==> config.mk <==
export PLATFORM = sky130hd
export DESIGN_NAME = multicycle_ctrl
export DESIGN_NICKNAME = d
export VERILOG_FILES = /design/src/rtl/multicycle_ctrl.sv
export SDC_FILE = /design/constraint.sdc
export NUM_CORES = 1
export LEC_CHECK = 0
export CAP_MARGIN = 10
export CORE_MARGIN = 2
export CORE_UTILIZATION = 33
export DETAILED_ROUTE_END_ITERATION = 10
export GPL_TIMING_DRIVEN = 0
export SKIP_LAST_GASP = 1
export SLEW_MARGIN = 10
export SYNTH_ARGS = -nofsm -noshare
export SYNTH_HDL_FRONTEND = slang
export SYNTH_SLANG_ARGS = --single-unit
==> constraint.sdc <==
create_clock -name clk_i -period 2 [get_ports clk_i]
set_input_delay 0.5 -clock clk_i [delete_from_list [all_inputs] [get_ports clk_i]]
set_output_delay 0.5 -clock clk_i [all_outputs]
set_load 0.02 [all_outputs]
==> src/rtl/multicycle_ctrl.sv <==
// Multi-cycle control unit for the MIPS-subset CPU.
// Walks each instruction through FETCH/DECODE/EXEC/MEM/WB against a shared
// memory with a ready handshake, and drives the datapath control fields.
// State, latched opcode/funct and the wait counter are flops. Outputs are
// decoded from them, so each output shows in the cycle the FSM is in the
// state that owns it. The strobes that complete a memory request
// (ir/pc write in FETCH, the request drop and timeout pulse) are also
// qualified by mem_ready_i, so they land in the cycle the memory finishes.
// While rst_i is low every output is forced to 0.
module multicycle_ctrl #(
   parameter int OP_W         = 6,
   parameter int FUNCT_W      = 6,
   parameter int ALUOP_W      = 3,
   parameter int WAIT_W       = 4,
   parameter int MEM_WAIT_MAX = 15
) (
   input  logic               clk_i,
   input  logic               rst_i,
   input  logic [OP_W-1:0]    instr_op_i,
   input  logic [FUNCT_W-1:0] instr_funct_i,
   input  logic               mem_ready_i,
   output logic               mem_req_o,
   output logic               ir_write_o,
   output logic               pc_write_o,
   output logic               pc_write_cond_o,
   output logic               RegWrite_o,
   output logic [ALUOP_W-1:0] ALU_op_o,
   output logic               ALUSrc_o,
   output logic [1:0]         RegDst_o,
   output logic               Branch_o,
   output logic [1:0]         BranchType_o,
   output logic [1:0]         Jump_o,
   output logic               MemRead_o,
   output logic               MemWrite_o,
   output logic [1:0]         MemToReg_o,
   output logic               illegal_o,
   output logic               timeout_o,
   output logic [2:0]         state_o
);

   typedef enum logic [2:0] {
      FETCH = 3'd0, DECODE = 3'd1, EXEC = 3'd2, MEM = 3'd3, WB = 3'd4
   } state_t;

   // Sequencing class of an instruction; j and jr share the jump path.
   typedef enum logic [2:0] {
      K_ALU, K_BRANCH, K_JUMP, K_JAL, K_LOAD, K_STORE, K_BAD
   } kind_t;

   typedef struct packed {
      logic [ALUOP_W-1:0] aluOp;
      logic               aluSrc;
      logic [1:0]         regDst;
      logic [1:0]         branchType;
      logic [1:0]         jump;
      logic [1:0]         memToReg;
   } fields_t;

   localparam logic [FUNCT_W-1:0] FUNCT_JR = FUNCT_W'(6'h08);
   localparam logic [WAIT_W-1:0]  WAIT_LIM = WAIT_W'(MEM_WAIT_MAX);

   // Every R-type funct is accepted; only jr changes the sequencing.
   function automatic kind_t kindOf(input logic [OP_W-1:0] op,
                                    input logic [FUNCT_W-1:0] funct);
      kind_t k;
      case (op)
         OP_W'(6'h00): k = (funct == FUNCT_JR) ? K_JUMP : K_ALU;
         OP_W'(6'h01), OP_W'(6'h04),
         OP_W'(6'h05), OP_W'(6'h06): k = K_BRANCH;
         OP_W'(6'h02): k = K_JUMP;
         OP_W'(6'h03): k = K_JAL;
         OP_W'(6'h08), OP_W'(6'h09), OP_W'(6'h0f): k = K_ALU;
         OP_W'(6'h23): k = K_LOAD;
         OP_W'(6'h2b): k = K_STORE;
         default:      k = K_BAD;
      endcase
      return k;
   endfunction

   // Datapath control fields for the latched instruction.
   function automatic fields_t fieldsOf(input logic [OP_W-1:0] op,
                                        input logic [FUNCT_W-1:0] funct);
      fields_t f;
      f = '0;
      case (op)
         OP_W'(6'h00): begin
            f.aluOp  = ALUOP_W'(3'b010);
            f.regDst = 2'd1;
            if (funct == FUNCT_JR) f.jump = 2'd2;
         end
         OP_W'(6'h01): begin f.aluOp = ALUOP_W'(3'b001); f.branchType = 2'd2; end
         OP_W'(6'h04): begin f.aluOp = ALUOP_W'(3'b001); f.branchType = 2'd0; end
         OP_W'(6'h05): begin f.aluOp = ALUOP_W'(3'b001); f.branchType = 2'd3; end
         OP_W'(6'h06): begin f.aluOp = ALUOP_W'(3'b001); f.branchType = 2'd1; end
         OP_W'(6'h02): f.jump = 2'd1;
         OP_W'(6'h03): begin f.jump = 2'd1; f.regDst = 2'd2; f.memToReg = 2'd2; end
         OP_W'(6'h08), OP_W'(6'h0f): begin f.aluOp = ALUOP_W'(3'b100); f.aluSrc = 1'b1; end
         OP_W'(6'h09): begin f.aluOp = ALUOP_W'(3'b101); f.aluSrc = 1'b1; end
         OP_W'(6'h23): begin f.aluOp = ALUOP_W'(3'b100); f.aluSrc = 1'b1; f.memToReg = 2'd1; end
         OP_W'(6'h2b): begin f.aluOp = ALUOP_W'(3'b100); f.aluSrc = 1'b1; end
         default:      f = '0;
      endcase
      return f;
   endfunction

   state_t               state, nextState;
   logic [OP_W-1:0]      opReg, nextOp;
   logic [FUNCT_W-1:0]   functReg, nextFunct;
   logic [WAIT_W-1:0]    waitCnt, nextWait;
   kind_t                curKind, incKind;
   fields_t              curFields;
   logic                 expired, fieldsActive;
   logic memReq, irWrite, pcWrite, pcWriteCond, regWrite, branch;
   logic memRead, memWrite, illegal, timeout;

   assign curKind      = kindOf(opReg, functReg);
   assign curFields    = fieldsOf(opReg, functReg);
   assign incKind      = kindOf(instr_op_i, instr_funct_i);
   assign expired      = (waitCnt == WAIT_LIM) && !mem_ready_i;
   assign fieldsActive = (state == EXEC) || (state == MEM) || (state == WB);

   // State, latched instruction and memory-wait counter.
   always_ff @(posedge clk_i or negedge rst_i) begin
      if (!rst_i) begin
         state    <= FETCH;
         opReg    <= '0;
         functReg <= '0;
         waitCnt  <= '0;
      end else begin
         state    <= nextState;
         opReg    <= nextOp;
         functReg <= nextFunct;
         waitCnt  <= nextWait;
      end
   end

   // Next state, wait counting and per-state strobes.
   always_comb begin
      nextState   = state;
      nextWait    = '0;
      nextOp      = opReg;
      nextFunct   = functReg;
      memReq      = 1'b0;
      irWrite     = 1'b0;
      pcWrite     = 1'b0;
      pcWriteCond = 1'b0;
      regWrite    = 1'b0;
      branch      = 1'b0;
      memRead     = 1'b0;
      memWrite    = 1'b0;
      illegal     = 1'b0;
      timeout     = 1'b0;
      case (state)
         FETCH: begin
            memReq  = 1'b1;
            memRead = 1'b1;
            if (mem_ready_i) begin
               irWrite   = 1'b1;
               pcWrite   = 1'b1;
               nextState = DECODE;
            end else if (expired) begin
               // give up: drop the request and retry the fetch, PC unchanged
               memReq  = 1'b0;
               memRead = 1'b0;
               timeout = 1'b1;
            end else begin
               nextWait = waitCnt + 1'b1;
            end
         end
         DECODE: begin
            if (incKind == K_BAD) begin
               illegal   = 1'b1;
               nextState = FETCH;
            end else begin
               nextOp    = instr_op_i;
               nextFunct = instr_funct_i;
               nextState = EXEC;
            end
         end
         EXEC: begin
            case (curKind)
               K_BRANCH: begin branch = 1'b1; pcWriteCond = 1'b1; nextState = FETCH; end
               K_JUMP:   begin pcWrite = 1'b1; nextState = FETCH; end
               K_JAL:    begin pcWrite = 1'b1; nextState = WB; end
               K_LOAD, K_STORE: nextState = MEM;
               default:  nextState = WB;
            endcase
         end
         MEM: begin
            memReq   = 1'b1;
            memRead  = (curKind == K_LOAD);
            memWrite = (curKind == K_STORE);
            if (mem_ready_i) begin
               nextState = (curKind == K_LOAD) ? WB : FETCH;
            end else if (expired) begin
               memReq    = 1'b0;
               memRead   = 1'b0;
               memWrite  = 1'b0;
               timeout   = 1'b1;
               nextState = FETCH;
            end else begin
               nextWait = waitCnt + 1'b1;
            end
         end
         WB: begin
            regWrite  = 1'b1;
            nextState = FETCH;
         end
         default: nextState = FETCH;
      endcase
      // decoded fields read 0 once the instruction is finished
      if (nextState == FETCH) begin
         nextOp    = '0;
         nextFunct = '0;
      end
   end

   assign mem_req_o       = rst_i & memReq;
   assign ir_write_o      = rst_i & irWrite;
   assign pc_write_o      = rst_i & pcWrite;
   assign pc_write_cond_o = rst_i & pcWriteCond;
   assign RegWrite_o      = rst_i & regWrite;
   assign Branch_o        = rst_i & branch;
   assign MemRead_o       = rst_i & memRead;
   assign MemWrite_o      = rst_i & memWrite;
   assign illegal_o       = rst_i & illegal;
   assign timeout_o       = rst_i & timeout;
   assign ALU_op_o        = (rst_i && fieldsActive) ? curFields.aluOp      : '0;
   assign ALUSrc_o        = rst_i && fieldsActive && curFields.aluSrc;
   assign RegDst_o        = (rst_i && fieldsActive) ? curFields.regDst     : 2'd0;
   assign BranchType_o    = (rst_i && fieldsActive) ? curFields.branchType : 2'd0;
   assign Jump_o          = (rst_i && fieldsActive) ? curFields.jump       : 2'd0;
   assign MemToReg_o      = (rst_i && fieldsActive) ? curFields.memToReg   : 2'd0;
   assign state_o         = state;

endmodule

==> flow_summary.json <==
{
  "status": "complete, but fails checks",
  "violations": "negative setup slack",
  "reg2reg_to": "opReg[4]",
  "rsz0062_at_grt": "yes",
  "area_delta_synth_final_pct": 81.3,
  "layout_commonest_cell": "buf_4",
  "htree_num_levels": 1,
  "path_class": "flop to primary output",
  "yosysTopAreaCell": "dfrtp_1",
  "drv_cap": 0,
  "drive_gt1_frac": 0.545,
  "synth_area_leaders": "dfrtp_1, a22o_1, nor3_1",
  "io_pins": 40,
  "first_pass_iters": 4,
  "timing.max_slew.rel_slack": 0.717,
  "synth_seq_cells": 19,
  "worstPathMaxFanout": 3,
  "r2r-start": "opReg[1]",
  "grt_max_degree": 26,
  "cts_buffers": 3,
  "grtUsageTotal": 0.180,
  "period_needed_ps": 2350,
  "detailed_place_hpwl_mm": 2.45,
  "busiest_layer": "met2",
  "synth_area_sq_um": 1250,
  "grt_pass1_wl_mm": 6.08,
  "async_flop_share": 1.00,
  "clock_latency_ps": 250,
  "drt_iter0_markers": 31,
  "layout.nets": 230,
  "final_cell_mix": "buf_4, buf_6, dfrtp_1",
  "netlist.area_leader.share": 0.381,
  "clkTransAtPathRegs_ps": 70,
  "crit_path_end_kind": "primary output",
  "worst_pin_slew_ps": 425,
  "clockBufferDepth": 2,
  "seq_power_share": 0.386,
  "routed_wl_mm": 3.65,
  "wl_per_cell_microns": 14.0,
  "maxSlewViolCount": 0,
  "ir_worst_vdd_mv": 0.530,
  "hold_class": "input port to async pin",
  "grt.overflow.total": 0,
  "cts_tree": "done",
  "antenna_found_initial": 0,
  "layout_setup_ws_ps": -349,
  "total_power_uw": 1130,
  "fin_crit_sh": 1.17,
  "dieArea_sq_um": 4290,
  "grt_pass1_vias": 1330,
  "ys.flop_type": "dfrtp_1",
  "power_density_nw_per_um2": 499,
  "use_met1": 0.234,
  "use_met2": 0.323,
  "p_clk_frac": 0.228,
  "r2r_setup_slack_ps": -90,
  "fp-row-count": 22,
  "n_antenna_cell": 0,
  "initial_core_util": 0.341,
  "synth_edf_count": 0,
  "vias": 1365,
  "core_sq_um": 3660,
  "fill_cells": 327,
  "cts.sinks": 19,
  "met3_usage": 0.0171,
  "power.internal_uw": 771,
  "comb_power_share": 0.386,
  "utilization": 0.618,
  "switchingPower_uw": 359,
  "reg2regPathDepth": 8,
  "synth_cell_types": 40,
  "die_w_microns": 65.5,
  "fp.dieH_microns": 65.5,
  "drc_errors": 0,
  "syn_nets": 158,
  "synth_warnings": 0,
  "cp-start-kind": "flop",
  "netlist_instances": 142,
  "clockRootBuffer": "clkbuf_8",
  "setup_viol": 29,
  "avgSynthCellArea_sq_um": 8.78,
  "drtAntennaViolNets": 0,
  "synth-seq-area-share": 0.381,
  "leakagePower_uw": 0.000973,
  "viasPerCell": 5.23,
  "crit_arrival_ps": 1850,
  "gp_congestion": 0.844,
  "skew_ps": 1.91,
  "clock.fmax_ghz": 0.426,
  "switching_share": 0.318,
  "hold_violations": 0,
  "critPathRequiredTime_ps": 1500,
  "io_buffer_count": 39,
  "postCtsHoldBufs": 0
}
[flip-flops by register name, summed over array words and instances (netlist names)]
register	cells
waitCnt	4
functReg	6
opReg	6
state_o	3
[final cells by class]
cell class | instances | area [sq um] | area share
inverters | 5 | 21.3 | 0.00940
well taps | 48 | 60.1 | 0.0265
repair buffers | 70 | 627 | 0.277
clock buffers | 4 | 45.0 | 0.0199
plain buffers | 7 | 65.1 | 0.0288
flip-flops and latches | 19 | 482 | 0.213
multi-input cells | 108 | 962 | 0.425
[power groups by stage]
| stage | logic (uW) | registers, uW | clock network [uW] |
|---|---|---|---|
| 6_report | 436 | 436 | 258 |
| 5_1_grt | 470 | 439 | 284 |
| 4_1_cts | 391 | 434 | 266 |
| 3_5_place_dp | 308 | 442 | 0 |
| 3_3_place_gp | 305 | 441 | 0 |
| 2_1_floorplan | 184 | 444 | 0 |
[worst max path at each step]
stage | start | to | slack [ps] | cells after the start
3_5_place_dp | rst_i | MemWrite_o | -1860 | 6
3_3_place_gp | rst_i | MemWrite_o | -1820 | 6
2_1_floorplan | state_o[0] | Jump_o[1] | -140 | 5
4_1_cts | opReg[5] | MemWrite_o | -370 | 6
6_report | opReg[1] | MemWrite_o | -350 | 5
5_1_grt | opReg[1] | MemWrite_o | -410 | 5
[layer usage]
| metal | wire, microns | vias up |
|---|---|---|
| li1 | - | 665 |
| met1 | 1590 | 670 |
| met2 | 1900 | 28 |
| met3 | 140 | 2 |
| met4 | 17 | 0 |
| met5 | 0 | - |
[stage by stage]
| stage | hold WS (ps) | cell area (sq um) | setup WS, ps | instances | TNS [ps] |
|---|---|---|---|---|---|
| 3_5_place_dp | 478 | 1780 | -1860 | 229 | -39570 |
| 4_1_cts | 78.7 | 2110 | -365 | 257 | -6250 |
| 2_1_floorplan | 204 | 1330 | -140 | 142 | -261 |
| 3_3_place_gp | 458 | 1780 | -1820 | 229 | -38100 |
| 5_1_grt | 73.4 | 2260 | -410 | 261 | -6740 |
| 6_report | 71.9 | 2260 | -349 | 261 | -4120 |
[critical path, stage by stage (launching register included)]
cell,delay [ps]
dfrtp_1,430
nand3_4,90
or3_4,340
or4_4,510
nor2_4,110
buf_6,120
[cells in the mapped netlist (all sizes together) (2+ instances only)]
master,n
dfrtp,19
nor2,16
nor3,14
a22o,11
nand2,10
clkbuf,6
nand2b,6
nand3,6
inv,5
and3,4
buf,4
nor2b,4
o21ai,4
or4,4
a31oi,3
a2111oi,2
nor3b,2
nor4,2
o2111ai,2
o211ai,2
or3,2
xor2,2
[cells by family (layout without fill, tap and decap cells)]
logic type	Yosys count	count (layout)	share of synthesized area
flops	19	19	0.381
fa+ha+maj	1	1	0.0100
compound gates	28	28	0.176
buf+inv	15	86	0.0632
simple gates	76	76	0.349
xor+xnor	3	3	0.0211
[repair_timing]
action                                  in CTS  in global routing
resized for setup                          183                 36
endpoints found under the hold margin        0                  0
setup buffers                               25                  6
endpoints found under the setup margin      33                 33
pin swaps                                   18                 28
cloned                                       1                  0
(Power assumes the default switching activity.)
